### config.mk
export PLATFORM = sky130hd
export DESIGN_NAME = balance_arbiter_flat
export DESIGN_NICKNAME = d
export VERILOG_FILES = /design/src/rtl/cajero_pkg.sv /design/src/rtl/balance_arbiter_if.sv /design/src/rtl/rr_arbiter_2.sv /design/src/rtl/balance_arbiter.sv /design/src/flat_wrapper.sv
export SDC_FILE = /design/constraint.sdc
export NUM_CORES = 1
export LEC_CHECK = 0
export ABC_AREA = 1
export CAP_MARGIN = 30
export CORE_ASPECT_RATIO = 0.6
export CORE_UTILIZATION = 51
export CTS_BUF_LIST = sky130_fd_sc_hd__clkbuf_2
export DETAILED_ROUTE_END_ITERATION = 6
export PLACE_DENSITY = 0.76
export SLEW_MARGIN = 20
export SYNTH_ARGS = -nofsm -noshare
export SYNTH_HDL_FRONTEND = slang
export SYNTH_SLANG_ARGS = --single-unit
### constraint.sdc
create_clock -name clk -period 3.8 [get_ports clk]
set_input_delay 0.57 -clock clk [delete_from_list [all_inputs] [get_ports clk]]
set_output_delay 0.57 -clock clk [all_outputs]
set_load 0.005 [all_outputs]
### src/rtl/cajero_pkg.sv
// Shared definitions for the two-terminal balance arbiter: FSM encoding,
// default widths and the transaction-type encoding.
package cajero_pkg;

    localparam int MONTO_W_DEF = 32;
    localparam int BAL_W_DEF   = 64;

    typedef enum logic [1:0] {
        IDLE  = 2'd0,
        GRANT = 2'd1,
        EXEC  = 2'd2,
        RESP  = 2'd3
    } state_e;

    typedef enum logic {
        DEPOSITO = 1'b0,
        RETIRO   = 1'b1
    } tipo_e;

endpackage

### src/rtl/balance_arbiter_if.sv
// Terminal-side bus of the balance arbiter: load port, per-terminal requests
// and operands, grant/ack handshake and the result pulses.
interface balance_arbiter_if #(
    parameter int MONTO_W = 32,
    parameter int BAL_W   = 64
);
    logic               load_stb;
    logic [BAL_W-1:0]   balance_inicial;
    logic [1:0]         req;
    logic               tipo_trans_0;
    logic               tipo_trans_1;
    logic [MONTO_W-1:0] monto_0;
    logic [MONTO_W-1:0] monto_1;
    logic [1:0]         gnt;
    logic [1:0]         ack;
    logic [BAL_W-1:0]   balance_actualizado;
    logic               balance_stb;
    logic               entregar_dinero;
    logic               fondos_insuficientes;
    logic               desborde;

    modport master (
        output load_stb, balance_inicial, req,
        output tipo_trans_0, tipo_trans_1, monto_0, monto_1,
        input  gnt, ack, balance_actualizado, balance_stb,
        input  entregar_dinero, fondos_insuficientes, desborde
    );

    modport slave (
        input  load_stb, balance_inicial, req,
        input  tipo_trans_0, tipo_trans_1, monto_0, monto_1,
        output gnt, ack, balance_actualizado, balance_stb,
        output entregar_dinero, fondos_insuficientes, desborde
    );
endinterface

### src/rtl/rr_arbiter_2.sv
// Two-request round-robin selector; remembers the last terminal served and
// favours the other one when both request.
module rr_arbiter_2 (
    input  logic       clk,
    input  logic       reset,
    input  logic [1:0] req,
    input  logic       update,
    input  logic       served,
    output logic       winner,
    output logic       valid
);

    logic last_q;
    logic last_d;

    always_comb begin
        last_d = update ? served : last_q;
    end

    // Reset value 1 means "terminal 1 served last", so terminal 0 wins first.
    always_ff @(posedge clk or negedge reset) begin
        if (!reset) begin
            last_q <= 1'b1;
        end else begin
            last_q <= last_d;
        end
    end

    always_comb begin
        valid = |req;
        case (req)
            2'b01:   winner = 1'b0;
            2'b10:   winner = 1'b1;
            2'b11:   winner = ~last_q;
            default: winner = 1'b0;
        endcase
    end

endmodule

### src/rtl/balance_arbiter.sv
// Shared-account arbiter: two terminals compete round-robin for one balance
// register; each granted transaction runs GRANT -> EXEC -> RESP.
module balance_arbiter
    import cajero_pkg::*;
#(
    parameter int MONTO_W = MONTO_W_DEF,
    parameter int BAL_W   = BAL_W_DEF
) (
    input  logic             clk,
    input  logic             reset,
    balance_arbiter_if.slave bus
);

    state_e             state_q, state_d;
    logic               winner_q, winner_d;
    tipo_e              tipo_q, tipo_d;
    logic [MONTO_W-1:0] monto_q, monto_d;
    logic [BAL_W-1:0]   balance_q, balance_d;
    logic [1:0]         gnt_q, gnt_d;
    logic [1:0]         ack_q, ack_d;
    logic               bstb_q, bstb_d;
    logic               entregar_q, entregar_d;
    logic               fondos_q, fondos_d;
    logic               desborde_q, desborde_d;

    logic               rr_winner;
    logic               rr_valid;
    logic               rr_update;

    logic [BAL_W-1:0]   monto_ext;
    logic [BAL_W:0]     sum;
    logic [BAL_W-1:0]   diff;
    logic               fits;

    rr_arbiter_2 u_rr (
        .clk    (clk),
        .reset  (reset),
        .req    (bus.req),
        .update (rr_update),
        .served (winner_q),
        .winner (rr_winner),
        .valid  (rr_valid)
    );

    always_comb begin
        monto_ext = BAL_W'(monto_q);
        sum       = {1'b0, balance_q} + {1'b0, monto_ext};
        diff      = balance_q - monto_ext;
        fits      = (monto_ext <= balance_q);
    end

    // NOTE: every output of this block gets a default first so no path leaves
    // a signal unassigned, which would otherwise infer a latch.
    always_comb begin
        state_d    = state_q;
        winner_d   = winner_q;
        tipo_d     = tipo_q;
        monto_d    = monto_q;
        balance_d  = balance_q;
        gnt_d      = '0;
        ack_d      = '0;
        bstb_d     = 1'b0;
        entregar_d = 1'b0;
        fondos_d   = 1'b0;
        desborde_d = 1'b0;
        rr_update  = 1'b0;

        case (state_q)
            IDLE: begin
                if (bus.load_stb) begin
                    balance_d = bus.balance_inicial;
                end else if (rr_valid) begin
                    winner_d         = rr_winner;
                    tipo_d           = tipo_e'(rr_winner ? bus.tipo_trans_1 : bus.tipo_trans_0);
                    monto_d          = rr_winner ? bus.monto_1 : bus.monto_0;
                    gnt_d[rr_winner] = 1'b1;
                    state_d          = GRANT;
                end
            end
            GRANT: begin
                gnt_d[winner_q] = 1'b1;
                state_d         = EXEC;
            end
            EXEC: begin
                // Result flags are computed here so they leave as registered pulses in RESP.
                ack_d[winner_q] = 1'b1;
                bstb_d          = 1'b1;
                state_d         = RESP;
                if (tipo_q == RETIRO) begin
                    if (fits) begin
                        balance_d  = diff;
                        entregar_d = 1'b1;
                    end else begin
                        fondos_d = 1'b1;
                    end
                end else if (sum[BAL_W]) begin
                    desborde_d = 1'b1;
                end else begin
                    balance_d = sum[BAL_W-1:0];
                end
            end
            RESP: begin
                rr_update = 1'b1;
                state_d   = IDLE;
            end
            default: state_d = IDLE;
        endcase
    end

    // NOTE: state uses non-blocking assignments so every flop samples the
    // pre-edge values regardless of process ordering.
    always_ff @(posedge clk or negedge reset) begin
        if (!reset) begin
            state_q    <= IDLE;
            winner_q   <= 1'b0;
            tipo_q     <= DEPOSITO;
            monto_q    <= '0;
            balance_q  <= '0;
            gnt_q      <= '0;
            ack_q      <= '0;
            bstb_q     <= 1'b0;
            entregar_q <= 1'b0;
            fondos_q   <= 1'b0;
            desborde_q <= 1'b0;
        end else begin
            state_q    <= state_d;
            winner_q   <= winner_d;
            tipo_q     <= tipo_d;
            monto_q    <= monto_d;
            balance_q  <= balance_d;
            gnt_q      <= gnt_d;
            ack_q      <= ack_d;
            bstb_q     <= bstb_d;
            entregar_q <= entregar_d;
            fondos_q   <= fondos_d;
            desborde_q <= desborde_d;
        end
    end

    assign bus.gnt                  = gnt_q;
    assign bus.ack                  = ack_q;
    assign bus.balance_actualizado  = balance_q;
    assign bus.balance_stb          = bstb_q;
    assign bus.entregar_dinero      = entregar_q;
    assign bus.fondos_insuficientes = fondos_q;
    assign bus.desborde             = desborde_q;

endmodule

### src/flat_wrapper.sv
// flat-port wrapper written by rule: the top's interface ports become plain ports
module balance_arbiter_flat import cajero_pkg::*;
#(
    parameter int MONTO_W = MONTO_W_DEF,
    parameter int BAL_W   = BAL_W_DEF
)
  (clk, reset, bus_load_stb, bus_balance_inicial, bus_req, bus_tipo_trans_0, bus_tipo_trans_1, bus_monto_0, bus_monto_1, bus_gnt, bus_ack, bus_balance_actualizado, bus_balance_stb, bus_entregar_dinero, bus_fondos_insuficientes, bus_desborde);
  balance_arbiter_if #(.MONTO_W(MONTO_W), .BAL_W(BAL_W)) bus_i ();
  input  logic clk;
  input  logic reset;
  input wire logic [$bits(bus_i.load_stb)-1:0] bus_load_stb;
  input wire logic [$bits(bus_i.balance_inicial)-1:0] bus_balance_inicial;
  input wire logic [$bits(bus_i.req)-1:0] bus_req;
  input wire logic [$bits(bus_i.tipo_trans_0)-1:0] bus_tipo_trans_0;
  input wire logic [$bits(bus_i.tipo_trans_1)-1:0] bus_tipo_trans_1;
  input wire logic [$bits(bus_i.monto_0)-1:0] bus_monto_0;
  input wire logic [$bits(bus_i.monto_1)-1:0] bus_monto_1;
  output wire logic [$bits(bus_i.gnt)-1:0] bus_gnt;
  output wire logic [$bits(bus_i.ack)-1:0] bus_ack;
  output wire logic [$bits(bus_i.balance_actualizado)-1:0] bus_balance_actualizado;
  output wire logic [$bits(bus_i.balance_stb)-1:0] bus_balance_stb;
  output wire logic [$bits(bus_i.entregar_dinero)-1:0] bus_entregar_dinero;
  output wire logic [$bits(bus_i.fondos_insuficientes)-1:0] bus_fondos_insuficientes;
  output wire logic [$bits(bus_i.desborde)-1:0] bus_desborde;
  assign bus_i.load_stb = bus_load_stb;
  assign bus_i.balance_inicial = bus_balance_inicial;
  assign bus_i.req = bus_req;
  assign bus_i.tipo_trans_0 = bus_tipo_trans_0;
  assign bus_i.tipo_trans_1 = bus_tipo_trans_1;
  assign bus_i.monto_0 = bus_monto_0;
  assign bus_i.monto_1 = bus_monto_1;
  assign bus_gnt = bus_i.gnt;
  assign bus_ack = bus_i.ack;
  assign bus_balance_actualizado = bus_i.balance_actualizado;
  assign bus_balance_stb = bus_i.balance_stb;
  assign bus_entregar_dinero = bus_i.entregar_dinero;
  assign bus_fondos_insuficientes = bus_i.fondos_insuficientes;
  assign bus_desborde = bus_i.desborde;
  balance_arbiter #(.MONTO_W(MONTO_W), .BAL_W(BAL_W)) u_core (.clk(clk), .reset(reset), .bus(bus_i));
endmodule
-- Word level (Yosys, flattened, before mapping)
Index checks and enable logic that the tools add are counted.
- multiply operators: 0
- div/mod/pow operators: 0
- bitwise gates (word level): 2
- $add $sub $neg: 2
- reductions and logical operators: 8
- equal/unequal tests: 10
- shift operators: 0
- multiplexer cells: 30
- magnitude comparators: 5
- operators by type and width (kind ; number):
    two-way mux 64 bit ; 4
    one-hot mux 64 bit (2 select lines) ; 1
    adder 64 x 32 -> 65 bit ; 1
    <= comparator 32 x 64 -> 1 bit ; 1
    subtractor 64 x 32 -> 64 bit ; 1
    two-way mux 32 bit ; 1
    two-way mux 1 bit ; 14
    two-way mux 2 bit ; 5
    == test 2 bit, second input constant ; 4
    one-hot mux 2 bit (4 select lines) ; 1
    < comparator 1 x 2 -> 1 bit, second input constant ; 2
    != test 2 bit, second input constant ; 2
    one-hot mux 2 bit (2 select lines) ; 1
    AND reduction 4 bit ; 1
    != test 3 x 2 -> 1 bit, second input constant ; 1
    != test 3 bit, second input constant ; 1
    AND reduction 3 bit ; 1
    demux 1 bit (select 1 bit) ; 2
    == test 2 x 1 -> 1 bit, second input constant ; 1
    >= comparator 1 bit, second input constant ; 2
    logical AND 1 bit ; 2
    zero test 2 bit ; 1
    != test 2 x 1 -> 1 bit, second input constant ; 1
    inverter 1 bit ; 2
    4 further kinds ; 4
- register bits after elaboration: 109
- bits in writable memories: 0
- ROM bits: 0
- memories: 0
- output and inout bits: 72
- bits of input ports: 135
- latch bits: 0
- logic and storage cells: 69

-- Longest topological paths before layout
Gate-level depths: netlist (run 1).
- depth in word-level cells: 9
- mapped depth: 21
- gate-level depth less buffers: 20

-- Hierarchy
From an unflattened synthesis (run 1), not the netlist that was laid out.
- cells, all modules: 2432
- area, all modules: 13125.1 um2
- modules (own cells, without submodules) (module ; times used ; seq. area each (um2) ; cells each ; area each (um2)):
    balance_arbiter ; 1 ; 2702.6 ; 2424 ; 13068.8
    rr_arbiter_2 ; 1 ; 26.3 ; 8 ; 56.3

-- Worst setup path after synthesis (run 1)
OpenSTA, ideal clock, no wires.
- kind: register to register
- from: register u_core.balance_q[0], in the netlist u_core.bus.balance_actualizado[0]
- to: register u_core.balance_q[10], in the netlist u_core.bus.balance_actualizado[10]
- data required time: 3676 ps
- library setup time: 124 ps
- cell stages (with the launch flop): 18
- buffers on the path: 1
- clock period less this slack: 2376 ps
- arrival time: 2252 ps
- setup slack: 1424 ps
- path through: dfrtp_1 > inv_1 > ha_1 > inv_1 > fa_1 > nand3_1 > nand3_1 > nand2_1 > nand2_1 > nand2_1 > nand3_1 > nand3_1 > nand4_2 > nand2_2 > inv_2 > buf_4 > o211ai_1 > nand2_1
- word-level cells in the longest chain between the ends: 4
- elaborated cells between the ends (all ways): 10
- classes of those cells: add/sub: 2; order compare: 1; eq/ne: 2; mux: 4; reduce/logical: 1
- RTL lines (item ; line ; text):
    from (decl) ; balance_arbiter.sv:18 ; logic [BAL_W-1:0] balance_q, balance_d;
    from (signal assigned) ; balance_arbiter.sv:130 ; balance_q <= balance_d;
    adder 64 x 32 -> 65 bit / subtractor 64 x 32 -> 64 bit (equally long branches) ; balance_arbiter.sv:47, balance_arbiter.sv:48 ;
    two-way mux 64 bit, on equally long branches ; balance_arbiter.sv:96, balance_arbiter.sv:90 ;
    two-way mux 64 bit ; balance_arbiter.sv:89 ; if (tipo_q == RETIRO) begin
    one-hot mux 64 bit (2 select lines) ; balance_arbiter.sv:68 ; case (state_q)
Parallel ways exist; a longest one is shown, timed or not. The select of a mux whose other input is x is not followed.
A chain may end at the register's enable or synchronous reset.

-- Worst setup path after layout (run 1)
- from: register u_core.monto_q[0]
- to: register u_core.balance_q[30], in the netlist u_core.bus.balance_actualizado[30]
- word-level cells in the longest chain between the ends: 4
- elaborated cells between the ends (all ways): 10
- classes of those cells: add/sub: 2; order compare: 1; eq/ne: 2; mux: 4; reduce/logical: 1
- RTL lines (item ; line ; text):
    from (decl) ; balance_arbiter.sv:17 ; logic [MONTO_W-1:0] monto_q, monto_d;
    from (signal assigned) ; balance_arbiter.sv:129 ; monto_q <= monto_d;
    adder 64 x 32 -> 65 bit / subtractor 64 x 32 -> 64 bit (equally long branches) ; balance_arbiter.sv:47, balance_arbiter.sv:48 ;
    two-way mux 64 bit, on equally long branches ; balance_arbiter.sv:96, balance_arbiter.sv:90 ;
    two-way mux 64 bit ; balance_arbiter.sv:89 ;
    one-hot mux 64 bit (2 select lines) ; balance_arbiter.sv:68 ;
Parallel ways exist; a longest one is shown, timed or not. The select of a mux whose other input is x is not followed.

==> results of run 1 <==
==> synth_stat cells, types with 2 or more instances <==
cell type and count:
nand2_2 3, and2_1 3, clkbuf_2 2, xnor2_1 3
clkinv_1 4, buf_1 2, a21oi_2 2, o21bai_1 6
nand4_1 12, nand3_1 176, clkbuf_1 44, buf_2 22
o21ai_1 9, nor3_2 2, dfrtp_1 108, nand3b_1 11
nor2_2 8, inv_2 10, fa_1 2, or2_2 7
a21o_1 3, o211ai_1 30, o21ai_0 83, nor2_1 353
xor2_1 13, inv_1 387, nor3_1 22, nor4_1 6
a21oi_1 54, ha_1 68, nand2_1 1012, a31oi_1 2
buf_6 8, o22ai_1 10
==> power groups by stage <==
| stage | sequential, mW | clock, mW | combinational (mW) |
|---|---|---|---|
| after floorplan | 2.28 | 0 | 8.37 |
| after global placement | 2.56 | 0 | 12.3 |
| after detailed placement | 2.60 | 0 | 12.6 |
| after CTS | 2.58 | 0.656 | 12.7 |
| after global routing | 2.68 | 0.701 | 14.4 |
| final | 2.63 | 0.658 | 13.3 |
==> area by class of cell <==
class	instances	area [um2]
Fill cell	2579	9720
Multi-Input combinational cell	1905	8680
Sequential cell	109	2730
Timing Repair Buffer	224	2240
Inverter	401	1510
Tap cell	352	440
Clock inverter	7	83.8
Clock buffer	9	45.0
Antenna cell	1	2.50
==> per-layer routing <==
metal	routed length (um)	up-vias
li1	-	7902
met5	0	-
met1	26000	7545
met4	1170	0
met3	8820	102
met2	21000	1096
==> kinds of logic after synthesis <==
family	Yosys count	share of synthesized area (%)
AO/OA/AOI/OAI	201	8.52
XOR/XNOR	16	1.06
adder cells (fa/ha/maj)	70	6.71
buffers and inverters	480	14.3
flip-flops	109	20.6
AND/OR/NAND/NOR	1618	48.9
==> tightest hold or removal path: stages <==
cell and delay (ps):
clkdlybuf4s50_1 390, nand3_1 80, o211ai_1 80
==> state kept, by name (all words and copies together) (netlist names) <==
name and cells:
u_core.bus.balance_actualizado 64, u_core.monto_q 32, u_core.bus.ack 2, u_core.bus.gnt 2
u_core.state_q 2, u_core.bus.balance_stb 1, u_core.bus.desborde 1, u_core.bus.entregar_dinero 1
u_core.bus.fondos_insuficientes 1, u_core.tipo_q 1, u_core.u_rr.last_q 1, u_core.winner_q 1
==> repair_timing <==
item                                   in CTS  in global routing
resized for setup                           0                  0
endpoints found under the hold margin      50                  0
hold buffers                                1                  0
==> final timing paths <==
check / from / to / slack [ps] / cells after the start
min: bus_monto_0[24] / u_core.monto_q[24]$_DFFE_PN0P_ / 230 / 3
min in group asynchronous: reset / u_core.bus.balance_actualizado[51]$_DFFE_PN0P_ / 260 / 2
max reg2reg: u_core.monto_q[0]$_DFFE_PN0P_ / u_core.bus.balance_actualizado[30]$_DFFE_PN0P_ / 260 / 16
max in group asynchronous: reset / u_core.monto_q[8]$_DFFE_PN0P_ / 2730 / 3
max: u_core.monto_q[0]$_DFFE_PN0P_ / u_core.bus.balance_actualizado[30]$_DFFE_PN0P_ / 260 / 16
min reg2reg: u_core.u_rr.last_q$_DFFE_PN1N_ / u_core.u_rr.last_q$_DFFE_PN1N_ / 530 / 2
==> through the flow <==
| step | utilization (%) | cells | total power [mW] |
|---|---|---|---|
| after floorplan | - | 2494 | 10.7 |
| after global placement | 61.1 | 2988 | 14.9 |
| after detailed placement | 61.1 | 2989 | 15.2 |
| after CTS | 61.7 | 3006 | 15.9 |
| after global routing | 61.8 | 3008 | 17.8 |
| final | 61.8 | 3008 | 16.6 |
==> flow_summary.json, run 1 <==
{
  "drive_above_1_share_pct": 2.71,
  "comb_power_share_pct": 80.1,
  "synth-seq-cells": 109,
  "powerDensity_mw_per_mm2": 1050,
  "synth_async_sr_flop_share_pct": 100,
  "leakage_nw": 8.41,
  "core-area_mm2": 0.0254,
  "whs_ps": 232,
  "critPathTopFamily": "simple AND/OR/NAND/NOR gates",
  "htree_levels": 3,
  "fin_crit_sh_pct": 93.1,
  "outcome": "finished clean",
  "vias": 16645,
  "place.detailed.hpwl_um": 47000,
  "finalMaxSlewViolations": 0,
  "grt_util_all_layers_pct": 42.7,
  "drt_iter0_markers": 2209,
  "io_pins": 207,
  "globalplace.congestion": 1.04,
  "fin_setup_tns_ps": 0,
  "use_met1_pct": 64.9,
  "finalSetupViolCount": 0,
  "arrival_ps": 4320,
  "synth_edf_count": 0,
  "rows": 45,
  "start_util_pct": 52.2,
  "globalRouteMet3Util_pct": 14.4,
  "grt_remaining_overflow": 0,
  "antenna_found_initial": 2,
  "layout_common_cells": "nand2_1, inv_1, nor2_1",
  "p_int_mw": 5.92,
  "fin_area_mm2": 0.0157,
  "critPathKind": "flip-flop to flip-flop",
  "top_usage_layer": "met1",
  "dieArea_mm2": 0.0267,
  "yosys-top-cells-area": "nand2_1, dfrtp_1, inv_1",
  "grt_pass1_wl_um": 85800,
  "ys_seq_area_share_pct": 20.6,
  "drc": 0,
  "ant_nets": 0,
  "finalHoldViolCount": 0,
  "cp-start-kind": "flip-flop",
  "yosysWarnings": 0,
  "fin_ws_ps": 262,
  "via_per_inst": 5.53,
  "areaGrowthSynthToFinish_pct": 18.4,
  "synth_top_area_share_pct": 28.6,
  "critPathMaxStageDelay_ps": 690,
  "die_x_um": 210,
  "fmax_mhz": 283,
  "skew_ps": 79.4,
  "cts_tree": "built",
  "switching_share_pct": 64.2,
  "syn_area_per_cell_um2": 5.32,
  "clock_latency_ps": 870,
  "synth_nets": 2699,
  "peakVddDrop_v": 0.000541,
  "cts_root_buffer": "clkbuf_2",
  "final_common_cell": "nand2_1",
  "place_ws_ps": 516,
  "critical_path.endpoint_type": "flip-flop",
  "critPathRequiredTime_ps": 4580,
  "cts_max_path_buffers": 2,
  "seqPwrFrac_pct": 15.9,
  "tightest_slew_ps": 875,
  "cpMaxStageDelayCell": "dfrtp_1",
  "post_drt_wl_per_cell_um": 18.9,
  "cts_made_buffers": 9,
  "final_nets": 2855,
  "portBuffers": 206,
  "syn_area_mm2": 0.0133,
  "place_area_mm2": 0.0156,
  "cts.sinks": 109,
  "grt_max_degree": 69,
  "maxCapViolCount": 0,
  "rsz0062_at_grt": "false",
  "netlist_instances": 2494,
  "switching_power_mw": 10.6,
  "hold_path.class": "input pin to flip-flop",
  "wl_um": 57000,
  "finalCriticalPeriod_ps": 3540,
  "ys.flop_type": "dfrtp_1",
  "synth_area_leader_cell": "nand2_1",
  "max_slew_margin_pct": 41.0,
  "worstPathCellList": "ha_1, inv_1, fa_1, nand3_1, nand3_1, nand2_1, nand2_1, nand2_1, nand3_1, nand3_1, nand4_2, nand2_4, buf_4, nor2_1, o21ai_0, nand2_1",
  "crit_buf_inv": 2,
  "grt_pass1_vias": 14812,
  "path_max_fanout": 45,
  "synth.distinct_cells": 41,
  "postCtsSetupBuffers": 0,
  "clkPwrFrac_pct": 4.0,
  "cts.clk_slew.worst_paths_ps": 400,
  "drt-pass1-iter-count": 6,
  "die_height_um": 127,
  "grtUsageMet2_pct": 56.6
}
Power figures use the tool's default switching activity.
==> run 2, diff against run 1 <==
CORE_UTILIZATION = 39   (was 51)
PLACE_DENSITY = not set   (was 0.76)
==> run 2 against run 1 <==
Die area up 30%. Count of clock-buffer cells in the layout did not move. Hold slack better by 21 ps. Critical path type unchanged. Largest power group unchanged.
==> flow_summary.json, run 2 (same netlist as run 1, synthesis figures left out) <==
{
  "grt_pass1_wl_um": 89600,
  "die_height_um": 145,
  "tightest_slew_ps": 1030,
  "finalMaxSlewViolations": 0,
  "drt-pass1-iter-count": 6,
  "reg2reg_slack_ps": 380,
  "maxCapViolCount": 0,
  "grt_max_degree": 105,
  "grtUsageMet2_pct": 44.1,
  "drive_above_1_share_pct": 2.71,
  "clock_latency_ps": 830,
  "fmax_mhz": 293,
  "leakage_nw": 8.41,
  "grt_util_all_layers_pct": 34.7,
  "top_usage_layer": "met1",
  "grt_remaining_overflow": 0,
  "rr_worst_depth": 16,
  "start_util_pct": 40.3,
  "timing.rr.end": "u_core.bus.balance_actualizado[31]$_DFFE_PN0P_",
  "globalRouteMet3Util_pct": 12.7,
  "rows": 51,
  "max_slew_margin_pct": 30.5,
  "core-area_mm2": 0.0330,
  "postCtsSetupBuffers": 0,
  "powerDensity_mw_per_mm2": 1050,
  "skew_ps": 54.7,
  "globalplace.congestion": 0.995,
  "critPathRequiredTime_ps": 4580,
  "final_nets": 2855,
  "finalPower_mw": 16.7,
  "endpoint": "u_core.bus.balance_actualizado[31]$_DFFE_PN0P_",
  "place.detailed.hpwl_um": 50000,
  "peakVddDrop_v": 0.000439,
  "wl_um": 60100,
  "antenna_found_initial": 1,
  "arrival_ps": 4200,
  "cts_max_path_buffers": 2,
  "cts_made_buffers": 9,
  "cp-start-kind": "flip-flop",
  "cts.clk_slew.worst_paths_ps": 410,
  "hold_path.class": "input pin to flip-flop",
  "critPathKind": "flip-flop to flip-flop",
  "cts.sinks": 109,
  "fin_setup_tns_ps": 0,
  "rsz0062_at_grt": "false",
  "die_x_um": 240,
  "io_pins": 207,
  "dieArea_mm2": 0.0348,
  "largest_reg_flops": 64,
  "post_drt_wl_per_cell_um": 19.3,
  "outcome": "finished clean",
  "htree_levels": 3,
  "areaGrowthSynthToFinish_pct": 19.4,
  "final_common_cell": "nand2_1",
  "worstPathCellList": "ha_1, inv_1, fa_1, nand3_1, nand3_1, nand2_1, nand2_1, nand2_1, nand3_1, nand3_1, nand4_2, nand2_4, buf_12, nor2_1, o21ai_0, nand2_1",
  "crit_path_start": "u_core.monto_q[0]$_DFFE_PN0P_",
  "finalSetupViolCount": 0,
  "cts_tree": "built",
  "crit-reg2reg-launch": "u_core.monto_q[0]$_DFFE_PN0P_",
  "drc": 0,
  "layout_common_cells": "nand2_1, inv_1, nor2_1",
  "path_max_fanout": 104,
  "grt_pass1_vias": 14768,
  "fin_crit_sh_pct": 90.0,
  "finalCriticalPeriod_ps": 3420,
  "use_met1_pct": 54.2,
  "cts_root_buffer": "clkbuf_2",
  "critical_path.endpoint_type": "flip-flop",
  "cpMaxStageDelayCell": "dfrtp_1",
  "finalHoldViolCount": 0,
  "ant_nets": 0,
  "drt_iter0_markers": 1685,
  "portBuffers": 206,
  "via_per_inst": 5.16,
  "vias": 16033,
  "critPathMaxStageDelay_ps": 660
}
## run 2: changes by cell type in the layout (fill, tap and decap cells not counted), sizes merged
| cell | previous run | this run |
|---|---|---|
| clkinvlp | 0 | 1 |
| inv | 401 | 400 |
## run 2: how the worst min path moves through the flow
| stage | startpoint | to | depth (start not counted) |
|---|---|---|---|
| CTS | bus_monto_0[17] | u_core.monto_q[17]$_DFFE_PN0P_ | 3 |
| global route | bus_tipo_trans_1 | u_core.tipo_q$_DFFE_PN0P_ | 3 |
| floorplan | reset | u_core.bus.ack[0]$_DFF_PN0_ | 0 |
| global placement | u_core.winner_q$_DFFE_PN0P_ | u_core.bus.ack[0]$_DFF_PN0_ | 1 |
| finish | bus_monto_0[17] | u_core.monto_q[17]$_DFFE_PN0P_ | 3 |
| detailed placement | u_core.u_rr.last_q$_DFFE_PN1N_ | u_core.u_rr.last_q$_DFFE_PN1N_ | 2 |
## run 2: power by group
part	switching, mW	internal, mW
clock network	0.534	0.112
logic	9.21	4.10
registers	0.960	1.74
## run 2: cell type report
type | instances | area [um2]
diodes | 1 | 2.50
repair buffers | 224 | 2260
clock inverters | 7 | 75.1
fillers | 3687 | 17100
inverters | 401 | 1510
clock buffers | 9 | 45.0
flip-flops and latches | 109 | 2730
well taps | 450 | 563
multi-input cells | 1905 | 8680
## run 2: routing by layer
layer	part of all wire (%)	routed length, um	vias to the layer above
met4	1.3	779	0
met3	12	7430	58
met1	50	30300	7352
li1	-	-	7911
met5	0	0	-
met2	36	21600	712
## run 2: what timing repair did
| action | 4_1_cts | 5_1_grt |
|---|---|---|
| endpoints found under the hold margin | 69 | 0 |
| resized for setup | 0 | 0 |
| hold buffers | 1 | 0 |
## run 2: per-stage QoR
step	setup slack, ps	hold slack (ps)	cells	util [%]	area, um2
2_1_floorplan	1420	274	2494	-	13300
3_3_place_gp	634	482	3087	47.6	15700
3_5_place_dp	475	498	3088	47.7	15700
4_1_cts	440	207	3105	48.1	15900
5_1_grt	72.4	207	3106	48.1	15900
6_report	381	254	3106	48.1	15900
## run 2: critical path, delay by kind of cell (launching register included)
kind	cells	cell delay, ps
AOI/OAI and AO/OA	1	120
buffers and inverters	2	480
DFF	1	660
adders and majority gates	2	670
and+or+nand+nor	11	1380
